===== src/rtl/elev_pkg.sv =====
// elev_pkg: state and direction codes plus the request-mask helpers shared
// by the N-floor elevator controller.
package elev_pkg;

  typedef enum logic [2:0] {
    S_OFF     = 3'd0,
    S_IDLE    = 3'd1,
    S_MOVE    = 3'd2,
    S_ARRIVE  = 3'd3,
    S_OPENING = 3'd4,
    S_OPEN    = 3'd5,
    S_CLOSING = 3'd6
  } state_t;

  typedef enum logic [1:0] {
    D_IDLE = 2'd0,
    D_UP   = 2'd1,
    D_DOWN = 2'd2
  } dir_t;

  // Widest supported building; request vectors are zero-padded to this size
  // so the floors above the top floor never look like pending work.
  localparam int MAX_FLOORS = 16;
  localparam int MAX_FW     = 4;

  // Floors strictly above (up) or strictly below (down) the given floor.
  // An idle direction has nothing ahead of it.
  function automatic logic [MAX_FLOORS-1:0] ahead_mask(input logic [MAX_FW-1:0] fl,
                                                       input dir_t d);
    logic [MAX_FLOORS-1:0] m;
    m = '0;
    for (int i = 0; i < MAX_FLOORS; i++) begin
      if (d == D_UP && i > int'(fl)) m[i] = 1'b1;
      else if (d == D_DOWN && i < int'(fl)) m[i] = 1'b1;
    end
    return m;
  endfunction

  // Reverse of a travel direction; idle stays idle.
  function automatic dir_t opposite(input dir_t d);
    case (d)
      D_UP:    return D_DOWN;
      D_DOWN:  return D_UP;
      default: return D_IDLE;
    endcase
  endfunction

endpackage


===== src/rtl/elev_tick_timer.sv =====
// elev_tick_timer: loadable down-counter that decrements on tick strobes and
// parks at zero. One instance times every door and travel phase.
module elev_tick_timer
  import elev_pkg::*;
#(
  parameter int CW = 4
) (
  input  logic          clk,
  input  logic          rst_n,
  input  logic          load,
  input  logic [CW-1:0] load_val,
  input  logic          tick,
  output logic [CW-1:0] count,
  output logic          done
);

  logic [CW-1:0] count_q;

  // Load has priority so a phase entered on a tick still gets its full time.
  always_ff @(posedge clk or negedge rst_n) begin
    if (!rst_n) begin
      count_q <= '0;
    end else if (load) begin
      count_q <= load_val;
    end else if (tick && count_q != '0) begin
      count_q <= count_q - 1'b1;
    end
  end

  assign count = count_q;
  assign done  = (count_q == '0);

endmodule


===== src/rtl/elev_ctrl_n.sv =====
// elev_ctrl_n: N-floor elevator controller with latched hall/car requests,
// SCAN direction policy and tick-timed door phases.
// Optional build macro ELEV_OVERLOAD_EN adds an overload input that holds the
// door open and reopens a closing door.
module elev_ctrl_n
  import elev_pkg::*;
#(
  parameter int N_FLOORS  = 8,
  parameter int FW        = $clog2(N_FLOORS),
  parameter int T_MOVE    = 5,
  parameter int T_OPENING = 2,
  parameter int T_OPEN    = 4,
  parameter int T_CLOSING = 4,
  parameter int CW        = 4
) (
  input  logic                clk,
  input  logic                rst_n,
  input  logic                tick,
  input  logic                power,
  input  logic [N_FLOORS-1:0] up_call,
  input  logic [N_FLOORS-1:0] down_call,
  input  logic [N_FLOORS-1:0] car_btn,
  input  logic                door_open_btn,
  input  logic                door_close_btn,
`ifdef ELEV_OVERLOAD_EN
  input  logic                overload,
`endif
  output logic [FW-1:0]       floor,
  output logic [2:0]          state,
  output logic [1:0]          dir,
  output logic                door_open,
  output logic [N_FLOORS-1:0] req_up,
  output logic [N_FLOORS-1:0] req_down,
  output logic [N_FLOORS-1:0] req_car,
  output logic [CW-1:0]       countdown
);

  localparam logic [N_FLOORS-1:0] UP_VALID   = {1'b0, {(N_FLOORS-1){1'b1}}};
  localparam logic [N_FLOORS-1:0] DOWN_VALID = {{(N_FLOORS-1){1'b1}}, 1'b0};
  localparam logic [FW-1:0]       TOP_FLOOR  = FW'(N_FLOORS - 1);
  localparam logic [CW-1:0]       LD_MOVE    = CW'(T_MOVE);
  localparam logic [CW-1:0]       LD_OPENING = CW'(T_OPENING);
  localparam logic [CW-1:0]       LD_OPEN    = CW'(T_OPEN);
  localparam logic [CW-1:0]       LD_CLOSING = CW'(T_CLOSING);

  state_t                state_q, state_d;
  dir_t                  dir_q, dir_d;
  logic [FW-1:0]         floor_q, floor_d;
  logic [N_FLOORS-1:0]   req_up_q, req_down_q, req_car_q;
  logic                  timer_load, timer_done, reload_open, hold_open;
  logic [CW-1:0]         timer_val, timer_count;
  logic [MAX_FLOORS-1:0] req_any;
  logic [MAX_FW-1:0]     floor_w;
  logic                  ahead_up, ahead_down, ahead_dir, ahead_opp;
  logic                  car_here, up_here, down_here, any_here, match_here, stop_here;
  logic                  serve;
  logic [N_FLOORS-1:0]   floor_bit, clr_up, clr_down, clr_car;

`ifdef ELEV_OVERLOAD_EN
  assign hold_open = overload;
`else
  assign hold_open = 1'b0;
`endif

  assign req_any    = MAX_FLOORS'(req_up_q | req_down_q | req_car_q);
  assign floor_w    = MAX_FW'(floor_q);
  assign ahead_up   = |(req_any & ahead_mask(floor_w, D_UP));
  assign ahead_down = |(req_any & ahead_mask(floor_w, D_DOWN));
  assign ahead_dir  = |(req_any & ahead_mask(floor_w, dir_q));
  assign ahead_opp  = |(req_any & ahead_mask(floor_w, opposite(dir_q)));

  assign car_here   = req_car_q[floor_q];
  assign up_here    = req_up_q[floor_q];
  assign down_here  = req_down_q[floor_q];
  assign any_here   = car_here | up_here | down_here;
  assign match_here = car_here | (dir_q != D_DOWN && up_here) | (dir_q != D_UP && down_here);
  assign stop_here  = car_here
                    | (dir_q == D_UP   && up_here)
                    | (dir_q == D_DOWN && down_here)
                    | (!ahead_dir && (dir_q == D_UP ? down_here : up_here));

  assign serve     = (state_d == S_OPENING) && (state_q != S_OPENING);
  assign floor_bit = N_FLOORS'(1) << floor_q;
  assign clr_car   = serve ? floor_bit : '0;
  assign clr_up    = (serve && dir_q != D_DOWN) ? floor_bit : '0;
  assign clr_down  = (serve && dir_q != D_UP) ? floor_bit : '0;

  elev_tick_timer #(.CW(CW)) u_timer (
    .clk      (clk),
    .rst_n    (rst_n),
    .load     (timer_load),
    .load_val (timer_val),
    .tick     (tick),
    .count    (timer_count),
    .done     (timer_done)
  );

  // Controller state, travel direction and floor position.
  always_ff @(posedge clk or negedge rst_n) begin
    if (!rst_n) begin
      state_q <= S_OFF;
      dir_q   <= D_IDLE;
      floor_q <= '0;
    end else begin
      state_q <= state_d;
      dir_q   <= dir_d;
      floor_q <= floor_d;
    end
  end

  // Request lamps: set by buttons, cleared when served; clear beats set.
  always_ff @(posedge clk or negedge rst_n) begin
    if (!rst_n) begin
      req_up_q   <= '0;
      req_down_q <= '0;
      req_car_q  <= '0;
    end else if (state_q == S_OFF) begin
      req_up_q   <= '0;
      req_down_q <= '0;
      req_car_q  <= '0;
    end else begin
      req_up_q   <= (req_up_q | (up_call & UP_VALID)) & ~clr_up;
      req_down_q <= (req_down_q | (down_call & DOWN_VALID)) & ~clr_down;
      req_car_q  <= (req_car_q | car_btn) & ~clr_car;
    end
  end

  // SCAN next-state decision; power-off is only honoured from IDLE.
  always_comb begin
    state_d     = state_q;
    dir_d       = dir_q;
    floor_d     = floor_q;
    reload_open = 1'b0;
    case (state_q)
      S_OFF: begin
        if (power) state_d = S_IDLE;
      end
      S_IDLE: begin
        if (any_here || door_open_btn) begin
          state_d = S_OPENING;
        end else if (ahead_up) begin
          dir_d   = D_UP;
          state_d = S_MOVE;
        end else if (ahead_down) begin
          dir_d   = D_DOWN;
          state_d = S_MOVE;
        end else if (!power) begin
          state_d = S_OFF;
        end
      end
      S_MOVE: begin
        if (timer_done) begin
          state_d = S_ARRIVE;
          if (dir_q == D_UP && floor_q != TOP_FLOOR) floor_d = floor_q + FW'(1);
          else if (dir_q == D_DOWN && floor_q != '0) floor_d = floor_q - FW'(1);
        end
      end
      S_ARRIVE: begin
        if (stop_here) begin
          state_d = S_OPENING;
        end else if (ahead_dir) begin
          state_d = S_MOVE;
        end else begin
          dir_d   = D_IDLE;
          state_d = S_IDLE;
        end
      end
      S_OPENING: begin
        if (timer_done) state_d = S_OPEN;
      end
      S_OPEN: begin
        if (hold_open || door_open_btn) reload_open = 1'b1;
        else if (door_close_btn || timer_done) state_d = S_CLOSING;
      end
      S_CLOSING: begin
        if (door_open_btn || match_here || hold_open) begin
          state_d = S_OPENING;
        end else if (timer_done) begin
          if (ahead_dir) begin
            state_d = S_MOVE;
          end else if (ahead_opp) begin
            dir_d   = opposite(dir_q);
            state_d = S_MOVE;
          end else begin
            dir_d   = D_IDLE;
            state_d = S_IDLE;
          end
        end
      end
      default: state_d = S_OFF;
    endcase
  end

  // Reload the shared timer on every state change with the new phase's length.
  always_comb begin
    timer_val  = '0;
    timer_load = reload_open || (state_d != state_q);
    case (state_d)
      S_MOVE:    timer_val = LD_MOVE;
      S_OPENING: timer_val = LD_OPENING;
      S_OPEN:    timer_val = LD_OPEN;
      S_CLOSING: timer_val = LD_CLOSING;
      default:   timer_val = '0;
    endcase
  end

  assign floor     = floor_q;
  assign state     = state_q;
  assign dir       = dir_q;
  assign door_open = (state_q == S_OPEN);
  assign req_up    = req_up_q;
  assign req_down  = req_down_q;
  assign req_car   = req_car_q;
  assign countdown = (state_q inside {S_MOVE, S_OPENING, S_OPEN, S_CLOSING}) ? timer_count : '0;

endmodule

===== config.mk =====
export PLATFORM = sky130hd
export DESIGN_NAME = elev_ctrl_n
export DESIGN_NICKNAME = d
export VERILOG_FILES = /design/src/rtl/elev_pkg.sv /design/src/rtl/elev_tick_timer.sv /design/src/rtl/elev_ctrl_n.sv
export SDC_FILE = /design/constraint.sdc
export NUM_CORES = 1
export LEC_CHECK = 0
export CORE_MARGIN = 4
export CORE_UTILIZATION = 49
export CTS_CLUSTER_DIAMETER = 80
export DETAILED_ROUTE_END_ITERATION = 10
export PLACE_DENSITY = 0.82
export SLEW_MARGIN = 0
export SYNTH_ARGS = -nofsm -noshare
export SYNTH_HDL_FRONTEND = slang
export SYNTH_SLANG_ARGS = --single-unit

===== constraint.sdc =====
create_clock -name clk -period 4.9 [get_ports clk]
set_input_delay 0.98 -clock clk [delete_from_list [all_inputs] [get_ports clk]]
set_output_delay 0.98 -clock clk [all_outputs]
set_load 0.01 [all_outputs]

**Word level (Yosys, flattened, before mapping)**

Index checks and enable logic that the tools add are counted.
W data, S select, Z words.

- Register bits: 36
- Input bits: 30
- Output and inout port bits: 37

- Reduce and logical (&&, ||, !) cells: 91
- Add/sub/neg operators: 3
- Eq/ne operators: 26
- Bitwise logic cells: 22
- Mux-type cells: 138
- Magnitude comparators: 31
- Shift operators: 1

Operators by type and width:

| operator | count |
|---|---|
| $mux W1 | 96 |
| $logic_and A1 B1 Y1 | 71 |
| $reduce_or A16 Y1 | 4 |
| $and A8 B16 Y16 | 3 |
| $mux W8 | 6 |
| $mux W3 | 14 |
| $gt A4 B3 Y1 const A | 8 |
| $or A8 B8 Y8 | 4 |
| $lt A4 B3 Y1 const A | 7 |
| $and A8 B8 Y8 | 3 |
| $mux W2 | 12 |
| $not A8 Y8 | 3 |
| $pmux W3 S7 | 1 |
| $eq A3 B3 Y1 const B | 6 |
| $and A8 B15 Y15 | 1 |
| $ne A2 B2 Y1 const B | 7 |
| $gt A3 B3 Y1 const A | 4 |
| $lt A3 B3 Y1 const A | 4 |
| $mux W4 | 3 |
| $bmux W1 S3 | 3 |
| $eq A3 B2 Y1 const B | 3 |
| $ne A3 B3 Y1 const B | 3 |
| $pmux W3 S3 | 1 |
| $or A8 B7 Y8 | 1 |
| 27 further kinds | 44 |

**Depth between registers and ports, before layout**

- Depth after elaboration: 20
- Depth in mapped cells: 13
- Mapped depth without buffers: 11

**Cells and area by module**

Synthesis repeated with hierarchy kept, for this count alone.

- Cells, all modules: 284
- Area, all modules: 2,595.0 µm²

Modules (own cells, without submodules):

| module | cells each | seq. area each (µm²) | area an instance (µm²) | times used |
|---|---|---|---|---|
| elev_ctrl_n | 257 | 800.8 | 2,342.2 | 1 |
| elev_tick_timer | 27 | 100.1 | 252.7 | 1 |

**Worst setup path before layout**

OpenSTA, ideal clock, no wires.

- Kind: reg2reg
- Start: register floor_q[1] (netlist: floor[1])
- End: register u_timer.count_q[0] (netlist: u_timer.count[0])
- Slack: 2.137 ns
- Arrival time: 2.684 ns
- Stages on the path, launching flop included: 13
- Buffers on the path: 1
- Cells stage by stage: dfrtp_1 buf_4 inv_2 ha_1 nor2b_1 o21ai_1 a221oi_2 nand4_1 o31ai_1 a211oi_1 o2bb2ai_1 nor4_4 mux2i_1

- Word-level cells in the longest chain between the ends: 15
- Elaborated cells between the ends (all ways): 230
- Classes of those cells: order compare: 30; eq/ne: 5; mux: 109; bitwise: 11; reduce/logical: 75

RTL lines:

| item | line | text |
|---|---|---|
| start, declared | elev_ctrl_n.sv:48 | `logic [FW-1:0] floor_q, floor_d;` |
| start signal, assigned | elev_ctrl_n.sv:107 | `floor_q <= floor_d;` |
| $lt A4 B3 Y1 (tied with other cells) | elev_pkg.sv:34 | `else if (d == D_DOWN && i < int'(fl)) m[i] = 1'b1;` |
| $logic_and A1 B1 Y1 | elev_pkg.sv:34 |  |
| $mux W1 | elev_pkg.sv:34 |  |
| $mux W1 | elev_pkg.sv:33 | `if (d == D_UP && i > int'(fl)) m[i] = 1'b1;` |
| $and A8 B16 Y16 (on tied branches) | elev_ctrl_n.sv:70, elev_ctrl_n.sv:69 |  |
| $reduce_or A16 Y1 (on tied branches) | elev_ctrl_n.sv:70, elev_ctrl_n.sv:69 |  |
| $mux W2 / $logic_not A1 Y1 (equally long branches) | elev_ctrl_n.sv:181, elev_ctrl_n.sv:80 |  |
| $mux W2 / $logic_and A1 B1 Y1 (equally long branches) | elev_ctrl_n.sv:179, elev_ctrl_n.sv:80 |  |
| $mux W3 / $or A1 B1 Y1 (equally long branches) | elev_ctrl_n.sv:178, elev_ctrl_n.sv:80 |  |
| $mux W3 (on tied branches) | elev_ctrl_n.sv:176, elev_ctrl_n.sv:159 |  |
| $pmux W3 S7 (*) | elev_ctrl_n.sv:134 | `case (state_q)` |
| $eq A3 B3 Y1 | elev_ctrl_n.sv:198 | `case (state_d)` |
| $reduce_or A2 Y1 (no line) | - |  |
| $pmux W3 S3 | elev_ctrl_n.sv:198 |  |
| $mux W4 | elev_tick_timer.sv:23 | `end else if (load) begin` |
| end signal, assigned | elev_tick_timer.sv:24 | `count_q <= load_val;` |
| end signal, assigned | elev_tick_timer.sv:26 | `count_q <= count_q - 1'b1;` |
| end, declared | elev_tick_timer.sv:17 | `logic [CW-1:0] count_q;` |

Every way passes the cells marked *; elsewhere a longest branch is shown, timed or not. The select of a mux whose other input is x is not followed.
A chain may end at the register's enable or synchronous reset.

**Worst setup path in the final report**

- Start: register floor_q[0] (netlist: floor[0])
- End: register dir_q[1] (netlist: dir[1])

- Word-level cells in the longest chain between the ends: 11
- Elaborated cells between the ends (all ways): 224
- Classes of those cells: order compare: 30; eq/ne: 6; mux: 104; bitwise: 11; reduce/logical: 73

RTL lines:

| item | line | text |
|---|---|---|
| $lt A4 B3 Y1 (tied with other cells) | elev_pkg.sv:34 |  |
| $logic_and A1 B1 Y1 | elev_pkg.sv:34 |  |
| $mux W1 | elev_pkg.sv:34 |  |
| $mux W1 | elev_pkg.sv:33 |  |
| $and A8 B16 Y16 (on tied branches) | elev_ctrl_n.sv:70, elev_ctrl_n.sv:69 |  |
| $reduce_or A16 Y1 (on tied branches) | elev_ctrl_n.sv:70, elev_ctrl_n.sv:69 |  |
| $mux W2 / $logic_not A1 Y1 (equally long branches) | elev_ctrl_n.sv:181, elev_ctrl_n.sv:80 |  |
| $mux W2 / $logic_and A1 B1 Y1 (equally long branches) | elev_ctrl_n.sv:179, elev_ctrl_n.sv:80 |  |
| $mux W2 / $or A1 B1 Y1 (equally long branches) | elev_ctrl_n.sv:178, elev_ctrl_n.sv:80 |  |
| $mux W2 / $ne A2 B2 Y1 (equally long branches) | - |  |
| $pmux W2 S3 / $reduce_and A8 Y1 (equally long branches) | - |  |
| end signal, assigned | elev_ctrl_n.sv:106 | `dir_q <= dir_d;` |
| end, declared | elev_ctrl_n.sv:47 | `dir_t dir_q, dir_d;` |

Parallel ways exist; a longest one is shown, timed or not. The select of a mux whose other input is x is not followed.

==> metrics.md <==
| Metric | Value |
|---|---|
| Status | completed |
| H-tree Lvls | 2 |
| Combinational share of power | roughly 60% |
| Lkg Pwr | roughly 0.0013 µW |
| Buf+Inv Stages, Crit Path | 2 |
| ANT cells | 0 |
| Post-CTS Setup Inserts | 0 |
| Drt pass-1 iters | 4 |
| Switching power share of the total | 45.2% |
| Crit share post-route | around 78% |
| RSZ-0062 raised after global routing | false |
| Hold/Removal Path Class | register to register |
| Tot GR Track Use | between 20% and 30% |
| Cells after synthesis | around 260 |
| Antenna Nets Post-Route | 0 |
| Cells along the critical path | inv_1 -> ha_1 -> a21o_1 -> o221ai_1 -> nand2_1 -> nand3_1 -> a21oi_1 -> or2_1 -> a21oi_1 -> buf_4 -> a21boi_1 -> mux2_1 |
| Syn Area/Cell | slightly above 9 µm² |
| Highest Signal Layer | met4 |
| Yosys warns | 0 |
| Pins Over Slew Limit | 0 |
| Crit path max fanout | 12 |
| Fin Hold WS | ~550 ps |
| Ys flop type | dfrtp_1 |
| Worst-skew pair later-pin latency | ~280 ps |
| Quantity of gates resized following cts | 0 |
| Die Wd | around 80 µm |
| Dpl cell area | 3140 µm² |
| Final #Nets | ~360 |
| Die footprint | about 6200 µm² |
| I/O pin count | 67 |
| WL met1 | about 2.9 mm |
| Crit-path leading delay family | compound AO/OA/AOI/OAI gates |
| Final Critical Period | around 3800 ps |
| Hold Vio Cnt, Final | 0 |
| Pwr per Cell Area | 637 nW/µm² |
| Share of cells above drive strength 1 | roughly a tenth |
| Worst Setup End Kind | register |
| WS Path Type | register to register |
| Startpoint Class | register |
| DR DRC count | 0 |
| VDD IR max | ~320 µV |
| Crit path max-delay cell type | dfrtp_1 |
| Clock-pin slew of the registers on the worst-case setup and hold paths | 70 ps |
| # port buffers | 64 |
| First-pass GRT wire length | 11.6 mm |
| Final instance area | around 3200 µm² |
| Total routed wirelength | roughly 6.9 mm |
| Fmax | roughly 260 MHz |
| Vias in the first global route | about 2300 |
| Slew @ Worst Pin | between 900 and 1000 ps |
| FF+latch count, synth | 36 |
| TritonCTS clock tree | built |
| Die height | about 79 µm |
| DPL Wire Length | about 5.1 mm |
| CP Data Required Time | around 5100 ps |
| Initial antenna violation count | 0 |
| Synth Net Count | between 300 and 400 |
| Worst stage delay on the critical path | between 600 and 700 ps |
| Largest net degree at the start of global routing | 37 |
| Asr flop ratio synth | 100% |
| Net Switching | just over 900 µW |
| Finished Core Util | between 60 and 70% |
| Via count | between 2000 and 2500 |
| Commonest cells after routing, fill and taps aside | clkdlybuf4s50_1 (64), dfrtp_1 (36), nand2_1 (23), a21oi_1 (21), o21ai_0 (21) |
| Rel. slew slack | 39.1% |
| Initial DRC Count | between 200 and 250 |
| Endpoints failing setup | 0 |
| FP Rows | 25 |
| R2r setup slk | 1070 ps |
| Met2 WL | between 3 and 4 mm |
| Wirelength per Cell | 17.5 µm |
| Routability cong. | between 0.8 and 0.9 |
| Total power | 2050 µW |
| GR Overflow Total | 0 |
| Worst EP arrival | 4000 ps |
| Most numerous cell on the critical path | a21oi_1 |
| Initial Utilization | a little over 50% |
| Max Cap Viol | 0 |
| Clk sink count | 36 |
| Clock share of power | ~9.8% |
| Clock Skew | 3.15 ps |
| EDFF count, synth | 0 |
| Via-per-instance ratio | 6.03 |
| Seq pwr share | 30.2% |
| Final setup TNS | 0 ps |
| Core Footprint | roughly 4800 µm² |
| Pint | 1120 µW |
| Num CTS Buffers | 5 |
| Area growth syn-to-layout | 30.7% |
| Netlist cell types | 54 |
| Post-synthesis sequential area ratio | between 30% and 40% |
| Most common cell after layout, fill and taps aside | clkdlybuf4s50_1 |
| Hold buffers post-CTS | 0 |
| Clock root cell | clkbuf_8 |
| Synthesized cell area | roughly 2500 µm² |
| Max clock buf depth | 2 |
| Met3 wire len | roughly 490 µm |
## synth_stat cells, drive strengths merged, types with 2 or more instances
| master | count | area, µm² |
|---|---|---|
| nand2b | 4 | 25.0 |
| o31ai | 2 | 15.0 |
| mux2i | 8 | 118 |
| o32ai | 2 | 25.0 |
| nor4 | 2 | 27.5 |
| xnor2 | 2 | 17.5 |
| nand3 | 7 | 35.0 |
| and2 | 7 | 43.8 |
| nor2 | 17 | 68.8 |
| nor2b | 6 | 37.5 |
| a211oi | 3 | 22.5 |
| xor2 | 3 | 26.3 |
| o22ai | 3 | 18.8 |
| o221a | 7 | 78.8 |
| inv | 14 | 52.6 |
| nand2 | 23 | 86.3 |
| or3 | 3 | 18.8 |
| or3b | 2 | 17.5 |
| mux4 | 6 | 135 |
| clkbuf | 6 | 22.5 |
| ha | 8 | 100 |
| dfrtp | 36 | 901 |
| o221ai | 4 | 35.0 |
| a31oi | 7 | 43.8 |
| buf | 6 | 38.8 |
| o21ai | 25 | 125 |
| nor3 | 12 | 60.1 |
| a21oi | 22 | 114 |
## cell type report
cell class | instances | area (µm²)
clock inverter | 1 | 5.00
fill | 388 | 1570
timing repair buffer | 66 | 656
sequential | 36 | 901
multi-input combinational | 202 | 1450
clock buffer | 6 | 72.6
inverter | 14 | 52.6
tap | 67 | 83.8
## worst min-delay path, delay by kind of cell (launching register included)
kind	cells	cell delay (ps)
compound gates	1	30
flops	1	420
simple gates	1	70
## worst paths after layout
kind                                       startpoint                     to  depth (start not counted)
worst max-delay path             floor[0]$_DFFE_PN0P_     dir[1]$_DFFE_PN0P_                         12
worst min-delay path            req_down[0]$_DFF_PN0_  req_down[0]$_DFF_PN0_                          2
worst max register to register   floor[0]$_DFFE_PN0P_     dir[1]$_DFFE_PN0P_                         12
worst min register to register  req_down[0]$_DFF_PN0_  req_down[0]$_DFF_PN0_                          2
max in group asynchronous                       rst_n    req_up[6]$_DFF_PN0_                          2
min in group asynchronous                       rst_n     state[1]$_DFF_PN0_                          2
## logic make-up after synthesis
logic type,Yosys count,share of synthesized area (%)
AOI/OAI and AO/OA,85,23.2
xor gates and xnor gates,5,1.78
adders and majority gates,8,4.07
buffers and inverters,26,4.62
DFF,36,36.6
muxes,15,10.7
and+or+nand+nor,89,19.1
## power groups by stage
stage	registers [µW]	logic [µW]	clock network (µW)
after floorplan	570	811	0
after global placement	615	1200	0
after CTS	615	1230	203
after detailed placement	618	1230	0
final	619	1230	200
after global routing	643	1340	218
## metrics by stage
step | setup slack, ps | std cells
6_report | 1070 | 392
5_1_grt | 757 | 392
4_1_cts | 1060 | 392
3_5_place_dp | 1090 | 385
3_3_place_gp | 1140 | 385
2_1_floorplan | 2140 | 264
## sequential cells by signal, indices dropped and copies added, names as in the netlist
name           count
req_car            8
req_down           8
req_up             8
u_timer.count      4
floor              3
state              3
dir                2
## per-layer routing
| layer | GRT usage (%) | vias up |
|---|---|---|
| met5 | 0 | - |
| met2 | 38.8 | 105 |
| met4 | 6.01 | 0 |
| met1 | 31.8 | 1148 |
| li1 | - | 1102 |
| met3 | 5.78 | 10 |
Power figures use the tool's default switching activity.
